## src/rtl/spi_slave_pkg.sv

```systemverilog
// Shared defaults and types for the SPI slave port.
package spi_slave_pkg;

  localparam int unsigned RX_WIDTH_DEF    = 24;
  localparam int unsigned TX_WIDTH_DEF    = 16;
  localparam int unsigned SYNC_STAGES_DEF = 2;

  // SPI mode 0: CPOL=0, CPHA=0 (sample on leading edge, shift on trailing edge)
  localparam logic [1:0] SPI_MODE = 2'd0;
  localparam logic       SPI_CPOL = SPI_MODE[1];

  typedef enum logic [1:0] {
    FRAME_IDLE,
    FRAME_ACTIVE,
    FRAME_DONE
  } frame_state_t;

endpackage

```

## src/rtl/spi_slave_port_sync.sv

```systemverilog
// Multi-stage bit synchroniser bringing an SPI pin into the clk domain.
module spi_sync #(
  parameter int unsigned SYNC_STAGES = 2
) (
  input  logic clk,
  input  logic reset,
  input  logic d,
  output logic q
);

  logic [SYNC_STAGES-1:0] ff;

  // Shift the pin value through the synchroniser chain
  always_ff @(posedge clk or negedge reset) begin
    if (!reset) ff <= '0;
    else        ff <= {ff[SYNC_STAGES-2:0], d};
  end

  always_comb q = ff[SYNC_STAGES-1];

endmodule

```

## src/rtl/spi_slave_port.sv

```systemverilog
// SPI mode-0 slave: one RX command word and one TX reply word per SS-low frame,
// with single-entry RX/TX handshake registers on the clk side.
module spi_slave_port
  import spi_slave_pkg::*;
#(
  parameter int unsigned RX_WIDTH    = RX_WIDTH_DEF,
  parameter int unsigned TX_WIDTH    = TX_WIDTH_DEF,
  parameter int unsigned SYNC_STAGES = SYNC_STAGES_DEF
) (
  input  logic                clk,
  input  logic                reset,
  input  logic                SPI_SCK,
  input  logic                SPI_SS,
  input  logic                SPI_MOSI,
  output logic                SPI_MISO,
  output logic                wr_buffer_free,
  input  logic                wr_en,
  input  logic [TX_WIDTH-1:0] wr_data,
  output logic                rd_data_available,
  input  logic                rd_ack,
  output logic [RX_WIDTH-1:0] rd_data
);

  localparam int unsigned CNTW = $clog2(RX_WIDTH + 1);
  localparam int unsigned RXIW = $clog2(RX_WIDTH);
  localparam int unsigned TXIW = $clog2(TX_WIDTH);
  localparam logic [CNTW-1:0] RX_LAST = CNTW'(RX_WIDTH - 1);
  localparam logic [CNTW-1:0] TX_BITS = CNTW'(TX_WIDTH);

  logic sck_s, ss_s, mosi_s;
  logic sck_d, ss_d;
  logic sck_lead, sck_trail, ss_fall;

  frame_state_t           state;
  logic [CNTW-1:0]        bit_cnt;
  logic [RX_WIDTH-1:0]    rx_shift;
  logic [RX_WIDTH-1:0]    rx_next;
  logic [TX_WIDTH-1:0]    tx_latch;
  logic [TX_WIDTH-1:0]    tx_buf;
  logic                   tx_in_use;
  logic [RXIW-1:0]        rx_idx;
  logic [TXIW-1:0]        tx_idx;
  logic                   tx_bit;
  logic                   bit_take, frame_start, frame_done, frame_abort;

  spi_sync #(.SYNC_STAGES(SYNC_STAGES)) u_sync_sck  (.clk(clk), .reset(reset), .d(SPI_SCK),  .q(sck_s));
  spi_sync #(.SYNC_STAGES(SYNC_STAGES)) u_sync_ss   (.clk(clk), .reset(reset), .d(SPI_SS),   .q(ss_s));
  spi_sync #(.SYNC_STAGES(SYNC_STAGES)) u_sync_mosi (.clk(clk), .reset(reset), .d(SPI_MOSI), .q(mosi_s));

  // Previous synchronised SCK/SS for edge detection
  always_ff @(posedge clk or negedge reset) begin
    if (!reset) begin
      sck_d <= 1'b0;
      ss_d  <= 1'b0;
    end else begin
      sck_d <= sck_s;
      ss_d  <= ss_s;
    end
  end

  // Edge decode and frame events; bit n of the frame maps to word bit n^7
  // (byte n/8 in place, MSB-first inside the byte), for both RX and TX.
  always_comb begin
    sck_lead    = (sck_s ^ SPI_CPOL) & ~(sck_d ^ SPI_CPOL);
    sck_trail   = ~(sck_s ^ SPI_CPOL) & (sck_d ^ SPI_CPOL);
    ss_fall     = ss_d & ~ss_s;
    rx_idx      = RXIW'(bit_cnt) ^ RXIW'(7);
    tx_idx      = TXIW'(bit_cnt) ^ TXIW'(7);
    rx_next     = rx_shift;
    rx_next[rx_idx] = mosi_s;
    tx_bit      = (bit_cnt < TX_BITS) ? tx_latch[tx_idx] : 1'b0;
    frame_start = (state == FRAME_IDLE) && ss_fall;
    bit_take    = (state == FRAME_ACTIVE) && !ss_s && sck_lead;
    frame_done  = bit_take && (bit_cnt == RX_LAST);
    frame_abort = (state == FRAME_ACTIVE) && ss_s;
  end

  // Frame FSM: bit counter, RX assembly, TX word latch and MISO driver
  always_ff @(posedge clk or negedge reset) begin
    if (!reset) begin
      state    <= FRAME_IDLE;
      bit_cnt  <= '0;
      rx_shift <= '0;
      tx_latch <= '0;
      SPI_MISO <= 1'b0;
    end else begin
      case (state)
        FRAME_IDLE: begin
          SPI_MISO <= 1'b0;
          if (frame_start) begin
            state    <= FRAME_ACTIVE;
            bit_cnt  <= '0;
            rx_shift <= '0;
            tx_latch <= wr_buffer_free ? '0 : tx_buf;
            SPI_MISO <= ~wr_buffer_free & tx_buf[7];
          end
        end
        FRAME_ACTIVE: begin
          if (ss_s) begin
            state    <= FRAME_IDLE;
            SPI_MISO <= 1'b0;
          end else if (sck_lead) begin
            rx_shift <= rx_next;
            bit_cnt  <= bit_cnt + 1'b1;
            if (bit_cnt == RX_LAST) state <= FRAME_DONE;
          end else if (sck_trail) begin
            SPI_MISO <= tx_bit;
          end
        end
        FRAME_DONE: begin
          if (ss_s) begin
            state    <= FRAME_IDLE;
            SPI_MISO <= 1'b0;
          end else if (sck_trail) begin
            SPI_MISO <= 1'b0;
          end
        end
        default: state <= FRAME_IDLE;
      endcase
    end
  end

  // RX/TX handshake registers; ack is applied before a coincident completion
  always_ff @(posedge clk or negedge reset) begin
    if (!reset) begin
      rd_data           <= '0;
      rd_data_available <= 1'b0;
      wr_buffer_free    <= 1'b1;
      tx_buf            <= '0;
      tx_in_use         <= 1'b0;
    end else begin
      if (frame_done && (!rd_data_available || rd_ack)) begin
        rd_data           <= rx_next;
        rd_data_available <= 1'b1;
      end else if (rd_ack) begin
        rd_data_available <= 1'b0;
      end

      if (frame_done && tx_in_use) begin
        wr_buffer_free <= 1'b1;
        tx_in_use      <= 1'b0;
      end else if (frame_start && !wr_buffer_free) begin
        tx_in_use <= 1'b1;
      end else if (frame_abort) begin
        tx_in_use <= 1'b0;
      end

      // Only accepted while free, which cannot coincide with a release above
      if (wr_en && wr_buffer_free) begin
        tx_buf         <= wr_data;
        wr_buffer_free <= 1'b0;
      end
    end
  end

endmodule

```

## config.mk

```make
export PLATFORM = sky130hd
export DESIGN_NAME = spi_slave_port
export DESIGN_NICKNAME = d
export VERILOG_FILES = /design/src/rtl/spi_slave_pkg.sv /design/src/rtl/spi_slave_port_sync.sv /design/src/rtl/spi_slave_port.sv
export SDC_FILE = /design/constraint.sdc
export NUM_CORES = 1
export LEC_CHECK = 0
export CAP_MARGIN = 20
export CORE_MARGIN = 2
export CORE_UTILIZATION = 55
export DETAILED_ROUTE_END_ITERATION = 6
export GPL_TIMING_DRIVEN = 0
export PLACE_DENSITY = 0.76
export SYNTH_ARGS = -nofsm -noshare
export SYNTH_HDL_FRONTEND = slang
export SYNTH_SLANG_ARGS = --single-unit
```

## constraint.sdc

```tcl
create_clock -name clk -period 2.4 [get_ports clk]
set_input_delay 0.6 -clock clk [delete_from_list [all_inputs] [get_ports clk]]
set_output_delay 0.6 -clock clk [all_outputs]
set_load 0.05 [all_outputs]
```

* Word level (Yosys, flattened, before mapping)
Cells that the tools add are included.
Widths: inputs -> output; s select.
** Word-level totals
- Output and inout port bits :: 27
- Input bits :: 23
- Register bits :: 99
- Logic and storage cells :: 100
** Cells by class
- Order comparisons :: 4
- Equal/unequal tests :: 12
- Add/subtract/negate cells :: 1
- Bitwise gates (word level) :: 9
- Muxes and demuxes :: 35
- Reductions and logical operators :: 24
** Operator list (number)
- $mux 24 :: 3
- $pmux 24 s2 :: 1
- $bwmux 24 :: 1
- $mux 1 :: 16
- $mux 16 :: 1
- $mux 5 :: 3
- $ne 3x2->1 const B :: 4
- $reduce_and 4->1 :: 3
- $logic_and 1x1->1 :: 10
- $mux 2 :: 5
- $pmux 5 s2 :: 1
- $lt 5x6->1 const B :: 1
- $ne 2x2->1 const B :: 3
- $pmux 2 s3 :: 1
- $reduce_bool 2->1 :: 3
- $reduce_bool 3->1 :: 2
- $add 5x1->5 const B :: 1
- $demux 1 s5 :: 1
- $eq 5x5->1 const B :: 1
- $ge 5x1->1 const B :: 1
- $lt 4x5->1 const B :: 1
- $lt 5x5->1 const B :: 1
- $and 1x1->1 :: 4
- $bmux 1 s4 :: 1
- 11 further kinds :: 16

* Depth between registers and ports, before layout
Gate-level depths: netlist of run 1.
- Word-level depth :: 9
- Depth in mapped cells :: 9
- Mapped depth without buffers :: 6

* Modules after synthesis
From an unflattened synthesis of run 1, not the netlist that was laid out.
** Unflattened totals
- Cell total of the unflattened synthesis :: 440
- Area total of the unflattened synthesis :: 4680.7 um^2
** By module, submodules not included
- spi_slave_port :: instances 1, cells each 434, seq. area each 2328.5 um^2, area an instance 4530.6 um^2
- spi_sync :: instances 3, cells each 2, seq. area each 50.0 um^2, area an instance 50.0 um^2

* Worst setup path before layout of run 1
OpenSTA, ideal clock, no wires.
- Kind :: register to register
- From :: register state[1]
- To :: register rx_shift[22]
- Stages on the path, launching flop included :: 9
- Path slack :: 609 ps
- Clock period less this slack :: 1791 ps
- Data arrival time :: 1669 ps
- Cells stage by stage :: dfrtp_1 inv_1 ha_1 buf_4 mux2i_1 a211o_1 buf_2 o21bai_1 a32o_1
** On the way
- Cells in the longest elaborated chain, start to end :: 4
- Elaborated cells between the ends (all ways) :: 9
- Classes of those cells :: 4 x eq/ne; 1 x mux; 4 x reduce/logical
** RTL lines
- from (decl) :: line spi_slave_port.sv:34 : frame_state_t state;
- from (signal assigned) :: line spi_slave_port.sv:81 : state <= FRAME_IDLE;
- from (signal assigned) :: line spi_slave_port.sv:91 : state <= FRAME_ACTIVE;
- from (signal assigned) :: line spi_slave_port.sv:100 : state <= FRAME_IDLE;
- $logic_not 2->1 :: line spi_slave_port.sv:72, spi_slave_port.sv:87
- $logic_and 1x1->1 :: line spi_slave_port.sv:72 : frame_start = (state == FRAME_IDLE) && ss_fall;
- $ne 2x2->1 (no line)
- $reduce_and 4->1 (no line)
- to (signal assigned) :: line spi_slave_port.sv:103 : rx_shift <= rx_next;
- to (decl) :: line spi_slave_port.sv:36 : logic [RX_WIDTH-1:0] rx_shift;
Several ways; a longest one is shown, not always the timed one.
A chain may end at the register's enable or synchronous reset.

* Worst setup path in the final report of run 1
- From :: register wr_buffer_free
- To :: output wr_buffer_free
** RTL lines
- from (decl) :: line spi_slave_port.sv:16 : output logic wr_buffer_free,
- from (signal assigned) :: line spi_slave_port.sv:128 : wr_buffer_free <= 1'b1;
- from (signal assigned) :: line spi_slave_port.sv:140 : wr_buffer_free <= 1'b1;
- from (signal assigned) :: line spi_slave_port.sv:151 : wr_buffer_free <= 1'b0;
No word-level cell between the ends.

==> impl_results.md, run 1 <==
- Status: completed
- Critical Path Slowest Stage Cell: clkdlybuf4s50_1
- Clock sinks: 99
- RSZ-0062 raised after global routing: no
- Synth area leaders: dfrtp_1, mux2i_1, nand2_1
- Hold_buf cts: 0
- Peak supply drop: 485 µV
- Warnings from Yosys: 0
- Routed vias: 3383
- N_diodes: 0
- Post-route minimum period: 2.31 ns
- Slew Limit Headroom: 48.2%
- Vias in the first global route: 3300
- Starting Density: 56.9%
- Crit Path Max Fanout: 3
- Ratio of cells with drive above 1 in the final layout: 10.2%
- Critical Path Source Type: flop
- Final hold viol count: 0
- Worst path buffer plus inverter count: 1
- Clock root buffer master: clkbuf_8
- Count leader, synth: dfrtp_1
- # setup viols final: 0
- Remaining DRCs: 0
- Synth Register Bits: 99
- Crit. End Element: primary output
- WP data required: 1.80 ns
- Final Wtd Congestion: 0.780
- Power Dens Cells: 827 nW/µm²
- Hold Path Class: in2async
- Dominant synthesized flop cell: dfrtp_1
- Min Hold Slack: 0.295 ns
- Crit share post-route: 96.1%
- Worst-path cell chain: clkdlybuf4s50_1
- Detailed Place HPWL: 6820 µm
- Vias per std cell: 5.49
- Top-area cell type share of the netlist area: 52.4%
- Actual slew at the worst max-slew pin: 0.777 ns
- Post-CTS Repair Setup Buffers: 0
- Worst setup margin: 0.0925 ns
- CTS H-Tree Depth: 3
- Worst skew pair latency: 0.36 ns
- DIE AREA: 9250 µm²
- Achievable Freq: 0.433 GHz
- Number of DRC markers in iteration 0: 139
- Antenna Nets Post-Route: 0
- Top cells by count, synth: dfrtp_1, nand2_1, o21ai_1
- Largest net degree at the start of global routing: 62
- Top Family by Delay on Critical Path: buffers and inverters
- Initial antenna violation count: 0
- Detailed Route WL: 9420 µm
- Clock skew: 0.00972 ns
- Cts repair resizes: 0
- Area delta synth->final: 17.3%
- Mean post-synth cell area: 10.5 µm²
- Total grt overflow: 0
- Clk pin slew, worst setup/hold paths: 0.10 ns
- Post-synth EDFFs: 0
- PortBufs: 49
- Yosys cell types: 43
- Die Y: 96.2 µm
- Maxcap violations: 0
- First-pass GRT wire length: 15800 µm
- Synthesized Nets: 476
- Post-Place Setup Slack: 0.175 ns
- TritonCTS clock tree: built
- DR WL/cell: 15.3 µm
- Layout Nets: 537
- Die W: 96.2 µm
- CTS Buffer Depth: 2
- Router iterations before antenna repair: 4
- Cells after synthesis: 445
- Fin. max-slew vios: 0
- Mapped Area: 4680 µm²
- Kind of critical path: reg2out
- # rows: 33
- Num CTS Buffers: 9
- Yosys top cell by area: dfrtp_1
- Register area share after synthesis: 53.0%
- Core Footprint: 8220 µm²
- Leak: 2.63 nW
- Ys async rst share: 100%
- I/O pin cnt: 50
- Total GRT Usage: 22.4%
- CP max stage delay: 0.80 ns
- Worst EP arrival: 1.71 ns
-- flip-flops by register name, indices dropped and copies added, names as in the netlist --
register / cells
rd_data: 24
rx_shift: 24
tx_buf: 16
tx_latch: 16
bit_cnt: 5
state: 2
u_sync_mosi.ff: 2
u_sync_sck.ff: 2
u_sync_ss.ff: 2
SPI_MISO: 1
rd_data_available: 1
sck_d: 1
ss_d: 1
tx_in_use: 1
wr_buffer_free: 1
-- power by group --
group / internal (mW) / switching (mW)
sequential: 2.00 / 0.194
combinational: 0.583 / 0.799
clock: 0.377 / 0.583
total: 2.96 / 1.58
-- per-layer routing --
layer	vias up	global-route usage, %	share of wire, %
met2	68	39.8	52
met3	13	3.29	3.6
li1	1655	-	-
met1	1647	27.6	43
met4	0	7.86	1.3
met5	-	0	0
-- cell usage in the layout (no fill, tap or decap), types with 2 or more instances in the layout --
master           synthesis  final
a21boi_0                 4      4
a21oi_1                  9      9
a31oi_1                  8      8
and2_1                   2      2
and3_1                   2      2
buf_2                    6      6
buf_4                    1      2
buf_6                    4      4
clkbuf_1                16     17
clkbuf_8                 0      9
clkdlybuf4s50_1          0     48
clkinv_2                 0      2
clkinv_4                 0      2
clkinvlp_4               0      2
dfrtp_1                 98     98
ha_1                     8      8
inv_1                    7      7
mux2_2                  18     18
mux2i_1                 40     40
mux4_2                   3      3
nand2_1                 84     84
nand2b_1                20     20
nand3_1                  4      4
nand4_1                  2      2
nor2_1                   6      6
nor2b_1                  9      9
o21ai_0                 16     16
o21ai_1                 56     56
o21bai_1                 2      2
or2_1                    2      2
-- metrics by stage --
step	setup TNS (ns)	total power, mW	instance area (µm²)	util (%)	instances
2_1_floorplan	0	3.19	4680	-	445
6_report	0	4.53	5490	66.8	616
4_1_cts	0	4.56	5490	66.8	616
5_1_grt	0	4.85	5490	66.8	616
3_3_place_gp	-280.08	3.53	5300	64.5	599
3_5_place_dp	0	3.61	5320	64.7	600
-- path summary, 6_finish.rpt --
path / startpoint / to / slack, ns / cells after the start
setup / recovery: wr_buffer_free / wr_buffer_free / 0.09 / 1
hold / removal: reset / rd_data[23] / 0.30 / 1
setup reg to reg: bit_cnt[1] / rd_data[6] / 0.30 / 7
hold reg to reg: u_sync_ss.ff[0] / u_sync_ss.ff[1] / 0.35 / 0
max in group asynchronous: reset / wr_buffer_free / 1.36 / 2
min in group clk: u_sync_ss.ff[0] / u_sync_ss.ff[1] / 0.35 / 0
-- layout make-up --
| class | count | area [µm²] |
|---|---|---|
| multi-input combinational | 311 | 2020 |
| clock inverter | 6 | 42.5 |
| sequential | 99 | 2480 |
| inverter | 8 | 30.0 |
| clock buffer | 10 | 128 |
| tap | 105 | 131 |
| buffer | 27 | 143 |
| fill | 680 | 2730 |
| timing repair buffer | 50 | 508 |
-- logic make-up after synthesis --
logic type      Yosys count  share of synthesized area, %
buf+inv                  35                          3.69
compound gates          104                          12.8
simple gates            137                          13.7
fa+ha+maj                 8                          2.14
mux                      62                          14.6
flops                    99                          53.0
Note: power is estimated with default switching activity, not from simulation.
==> run 2, diff against run 1 <==
--- a/config.mk
+++ b/config.mk
@@ -7,10 +7,10 @@
 export LEC_CHECK = 0
 export CAP_MARGIN = 20
 export CORE_MARGIN = 2
-export CORE_UTILIZATION = 55
+export CORE_UTILIZATION = 45
 export DETAILED_ROUTE_END_ITERATION = 6
 export GPL_TIMING_DRIVEN = 0
-export PLACE_DENSITY = 0.76
+export PLACE_DENSITY = 0.64
 export SYNTH_ARGS = -nofsm -noshare
 export SYNTH_HDL_FRONTEND = slang
 export SYNTH_SLANG_ARGS = --single-unit
==> run 2 against run 1 <==
- die area up 21%
- combinational power about the same
- flip-flop and latch count is the same
- sequential share of layout area down 0.84 points
- clock power up 28%
- utilization fell by 12 points
- clock skew rose by 0.0034 ns
- largest cell class unchanged
==> impl_results.md, run 2 (synthesis results as in run 1) <==
- Status: completed (unchanged)
- Num CTS Buffers: 9 (unchanged)
- Die Y: 106 µm (was 96.2 µm)
- Starting Density: 45.9% (was 56.9%)
- Fin. max-slew vios: 0 (unchanged)
- Area delta synth->final: 19.5% (was 17.3%)
- DR WL/cell: 14.7 µm (was 15.3 µm)
- # rows: 37 (was 33)
- CP max stage delay: 0.80 ns (about the same)
- DIE AREA: 11200 µm² (was 9250 µm²)
- Cts repair resizes: 0 (unchanged)
- Ratio of cells with drive above 1 in the final layout: 10.2% (unchanged)
- Clk pin slew, worst setup/hold paths: 0.09 ns (was 0.10 ns)
- Met3 wire len: 325 µm (was 343 µm)
- Met1 Wirelength: 4330 µm (was 4030 µm)
- Most frequent cells in the layout: dfrtp_1, nand2_1, o21ai_1, clkdlybuf4s50_1, mux2i_1 (unchanged)
- Antenna Nets Post-Route: 0 (unchanged)
- # fillers: 909 (was 680)
- Crit. End Element: primary output (unchanged)
- Regs by FF count: rd_data (24), rx_shift (24) (unchanged)
- Post-CTS Repair Setup Buffers: 0 (unchanged)
- Detailed Place HPWL: 6850 µm (was 6820 µm)
- Fin area: 5590 µm² (was 5490 µm²)
- Routed vias: 3317 (was 3383)
- Hold_buf cts: 0 (unchanged)
- N_diodes: 0 (unchanged)
- Post-Place Setup Slack: 0.154 ns (was 0.175 ns)
- Critical Path Source Type: flop (unchanged)
- Remaining DRCs: 0 (unchanged)
- Non-Filler Instances: 647 (was 616)
- Number of DRC markers in iteration 0: 117 (was 139)
- Total grt overflow: 0 (unchanged)
- Final hold viol count: 0 (unchanged)
- Initial antenna violation count: 0 (unchanged)
- Critical Path Slowest Stage Cell: clkdlybuf4s50_1 (unchanged)
- Fin util: 54.9% (was 66.8%)
- Hold Path Class: in2async (unchanged)
- Most common cell after layout, fill and taps aside: dfrtp_1 (unchanged)
- CTS H-Tree Depth: 3 (unchanged)
- Core Footprint: 10200 µm² (was 8220 µm²)
- Dpl cells: 631 (was 600)
- CTS Buffer Depth: 2 (unchanged)
- Post-DP Area: 5360 µm² (was 5320 µm²)
- Vias in the first global route: 3328 (was 3300)
- Worst skew pair latency: 0.37 ns (was 0.36 ns)
- Die W: 106 µm (was 96.2 µm)
- Vias per std cell: 5.13 (was 5.49)
- Metal2 WL: 4670 µm (was 4920 µm)
- Kind of critical path: reg2out (unchanged)
- Actual slew at the worst max-slew pin: 0.588 ns (was 0.777 ns)
- Clock sinks: 99 (unchanged)
- RSZ-0062 raised after global routing: no (unchanged)
- Maxcap violations: 0 (unchanged)
- Clock skew: 0.0131 ns (was 0.00972 ns)
- Crit Path Max Fanout: 3 (unchanged)
- Post-route minimum period: 2.33 ns (was 2.31 ns)
- PortBufs: 49 (unchanged)
- Final Wtd Congestion: 0.848 (was 0.780)
- WP data required: 1.80 ns (about the same)
- Worst setup margin: 0.0705 ns (was 0.0925 ns)
- Total GRT Usage: 18.4% (was 22.4%)
- Worst path buffer plus inverter count: 1 (unchanged)
- Slew Limit Headroom: 60.8% (was 48.2%)
- Leak: 2.66 nW (was 2.63 nW)
- First-pass GRT wire length: 16200 µm (was 15800 µm)
- Power Dens Cells: 856 nW/µm² (was 827 nW/µm²)
- Detailed Route WL: 9520 µm (was 9420 µm)
- Layout Nets: 537 (unchanged)
- Crit share post-route: 97.1% (was 96.1%)
- DR top layer: met4 (unchanged)
- Top Family by Delay on Critical Path: buffers and inverters (unchanged)
- TritonCTS clock tree: built (unchanged)
- Achievable Freq: 0.429 GHz (was 0.433 GHz)
- Peak supply drop: 349 µV (was 485 µV)
- Worst-path cell chain: clkdlybuf4s50_1 (unchanged)
- Clock root buffer master: clkbuf_8 (unchanged)
- Worst EP arrival: 1.73 ns (was 1.71 ns)
- I/O pin cnt: 50 (unchanged)
- Largest net degree at the start of global routing: 57 (was 62)
- Worst reg2reg setup slack: 0.36 ns (was 0.30 ns)
- Router iterations before antenna repair: 4 (unchanged)
- # setup viols final: 0 (unchanged)
==> run 2: metal layers <==
metal	vias up	track usage, %
met2	72	30.9
met1	1582	23.9
li1	1650	-
met3	13	2.58
met5	-	0
met4	0	7.71
==> run 2: worst paths after layout <==
path                                       from         endpoint  cells after the start
min in group clk                u_sync_ss.ff[0]  u_sync_ss.ff[1]                      0
worst min register to register  u_sync_ss.ff[0]  u_sync_ss.ff[1]                      0
worst min-delay path                      reset      rd_data[14]                      1
worst max-delay path             wr_buffer_free   wr_buffer_free                      1
worst max register to register         state[1]     rx_shift[19]                      8
max in group asynchronous                 reset   wr_buffer_free                      2
==> run 2: where the power goes <==
group / switching (mW) / leakage (nW) / total (mW) / internal [mW]
sequential: 0.194 / 1.14 / 2.19 / 2.00
clock: 0.583 / 0.113 / 1.23 / 0.643
combinational: 0.782 / 1.41 / 1.36 / 0.582
==> run 2: cell type report <==
class                   instances  area, µm²  area share [%]
plain buffers                  27        143            2.55
clock buffers                  12        155            2.78
clock inverters                 4       72.6            1.30
inverters                       8       30.0           0.537
multi-input cells             311       2020            36.2
flip-flops and latches         99       2480            44.3
well taps                     136        170            3.04
repair buffers                 50        515            9.22
==> run 2: through the flow <==
step | TNS [ns] | total power [mW] | hold WS [ns]
global route | 0 | 5.11 | 0.257
finish | 0 | 4.78 | 0.211
detailed placement | 0 | 3.60 | 0.335
CTS | 0 | 4.82 | 0.241
floorplan | 0 | 3.19 | 0.304
global placement | -299.28 | 3.55 | 0.332
==> run 3, diff against run 2 <==
--- a/config.mk
+++ b/config.mk
@@ -11,6 +11,7 @@
 export DETAILED_ROUTE_END_ITERATION = 6
 export GPL_TIMING_DRIVEN = 0
 export PLACE_DENSITY = 0.64
+export SLEW_MARGIN = 15
 export SYNTH_ARGS = -nofsm -noshare
 export SYNTH_HDL_FRONTEND = slang
 export SYNTH_SLANG_ARGS = --single-unit
==> run 3 against run 2 <==
- hold slack worse by 0.083 ns
- first-iteration DRC count stayed put
- non-clock buffer count stayed put
- sequential share of layout area hardly changed
- combinational power hardly changed
- via count stayed put
- die area stayed put
- flip-flop and latch count stayed put
- final cell count stayed put
- largest power group unchanged
- highest routed layer unchanged
==> impl_results.md, run 3 (synthesis results as in run 1) <==
- Post-route minimum period: 2.33 ns (about the same)
- Starting Density: 45.9% (unchanged)
- Slew Limit Headroom: 62.4% (was 60.8%)
- # setup viols final: 0 (unchanged)
- Ratio of cells with drive above 1 in the final layout: 10.2% (unchanged)
- Die W: 106 µm (unchanged)
- Worst skew pair latency: 0.37 ns (about the same)
- DR WL/cell: 14.7 µm (about the same)
- Clock sinks: 99 (unchanged)
- CP max stage delay: 0.80 ns (about the same)
- Vias in the first global route: 3328 (unchanged)
- Post-CTS Repair Setup Buffers: 0 (unchanged)
- Most common cell after layout, fill and taps aside: dfrtp_1 (unchanged)
- WP data required: 1.80 ns (about the same)
- Remaining DRCs: 0 (unchanged)
- Fin. max-slew vios: 0 (unchanged)
- Most frequent cells in the layout: dfrtp_1, nand2_1, o21ai_1, clkdlybuf4s50_1, mux2i_1 (unchanged)
- Min Hold Slack: 0.128 ns (was 0.211 ns)
- Largest net degree at the start of global routing: 57 (unchanged)
- Critical Path Slowest Stage Cell: clkdlybuf4s50_1 (unchanged)
- Num CTS Buffers: 9 (unchanged)
- Hold_buf cts: 0 (unchanged)
- Area delta synth->final: 19.6% (was 19.5%)
- Worst-path cell chain: clkdlybuf4s50_1 (unchanged)
- Crit Path Max Fanout: 3 (unchanged)
- Antenna Nets Post-Route: 0 (unchanged)
- First-pass GRT wire length: 16200 µm (unchanged)
- Detailed Route WL: 9520 µm (about the same)
- Critical Path Source Type: flop (unchanged)
- Core Footprint: 10200 µm² (unchanged)
- Leak: 2.67 nW (was 2.66 nW)
- Reg-to-Reg Start: state[1] (unchanged)
- Peak supply drop: 349 µV (unchanged)
- Die Y: 106 µm (unchanged)
- Achievable Freq: 0.429 GHz (unchanged)
- # rows: 37 (unchanged)
- Clk pin slew, worst setup/hold paths: 0.09 ns (about the same)
- Final hold viol count: 0 (unchanged)
- Total grt overflow: 0 (unchanged)
- I/O pin cnt: 50 (unchanged)
- Hold Path Class: in2async (unchanged)
- Layout Nets: 537 (unchanged)
- Reg2Reg Depth: 8 (unchanged)
- Worst reg2reg setup slack: 0.36 ns (about the same)
- Status: completed (unchanged)
- N_diodes: 0 (unchanged)
- Kind of critical path: reg2out (unchanged)
- Crit. End Element: primary output (unchanged)
- TritonCTS clock tree: built (unchanged)
- Vias per std cell: 5.13 (unchanged)
- Initial antenna violation count: 0 (unchanged)
- Number of DRC markers in iteration 0: 117 (unchanged)
- Maxcap violations: 0 (unchanged)
- Total GRT Usage: 18.4% (unchanged)
- Clock skew: 0.0131 ns (unchanged)
- Crit share post-route: 97.1% (about the same)
- Cts repair resizes: 0 (unchanged)
- Power Dens Cells: 855 nW/µm² (was 856 nW/µm²)
- Router iterations before antenna repair: 4 (unchanged)
- PortBufs: 49 (unchanged)
- CTS Buffer Depth: 2 (unchanged)
- Fin util: 54.9% (about the same)
- Regs by FF count: rd_data (24), rx_shift (24) (unchanged)
- DIE AREA: 11200 µm² (unchanged)
- Setup TNS: 0 ns (unchanged)
- Detailed Place HPWL: 6850 µm (unchanged)
- Routed vias: 3317 (unchanged)
- Top Family by Delay on Critical Path: buffers and inverters (unchanged)
- CTS H-Tree Depth: 3 (unchanged)
- RSZ-0062 raised after global routing: no (unchanged)
- Actual slew at the worst max-slew pin: 0.564 ns (was 0.588 ns)
- Worst EP arrival: 1.73 ns (about the same)
- Clock root buffer master: clkbuf_8 (unchanged)
- Worst path buffer plus inverter count: 1 (unchanged)
- Final Wtd Congestion: 0.848 (unchanged)
- FF-to-FF End: rx_shift[19] (unchanged)
run 3: worst max path at each step:
| stage | start | endpoint | slack [ns] | cells after the start |
|---|---|---|---|---|
| after detailed placement | rd_ack | rd_data[18] | 0.15 | 7 |
| final | wr_buffer_free | wr_buffer_free | 0.07 | 1 |
| after global placement | reset | u_sync_sck.ff[0] | -3.04 | 1 |
| after floorplan | state[1] | rx_shift[22] | 0.61 | 8 |
| after CTS | wr_buffer_free | wr_buffer_free | 0.06 | 1 |
| after global routing | wr_buffer_free | wr_buffer_free | 0.03 | 1 |
run 3: stage by stage:
stage	setup WS (ns)	power, mW	area (µm²)	cells
6_report	0.0705	4.78	5590	647
5_1_grt	0.0346	5.11	5590	647
4_1_cts	0.0604	4.82	5590	647
3_5_place_dp	0.154	3.60	5370	631
3_3_place_gp	-3.04	3.55	5340	630
2_1_floorplan	0.609	3.19	4680	445
run 3: routing by layer:
metal  global-route usage, %  routed length [µm]  vias up
li1                        -                   -     1650
met1                    23.9                4330     1582
met2                    30.9                4670       72
met3                    2.58                 326       13
met4                    7.71                 184        0
met5                       0                   0        -
run 3: cell type report:
cell class	instances	area [µm²]
flip-flops and latches	99	2480
clock buffers	12	155
inverters	8	30.0
well taps	136	170
repair buffers	50	519
clock inverters	4	72.6
plain buffers	27	143
fillers	907	4590
multi-input cells	311	2020
run 3: power by group:
group	switching [mW]	total, mW	internal, mW
Clock	0.583	1.23	0.643
Sequential	0.194	2.19	2.00
Combinational	0.782	1.36	0.582
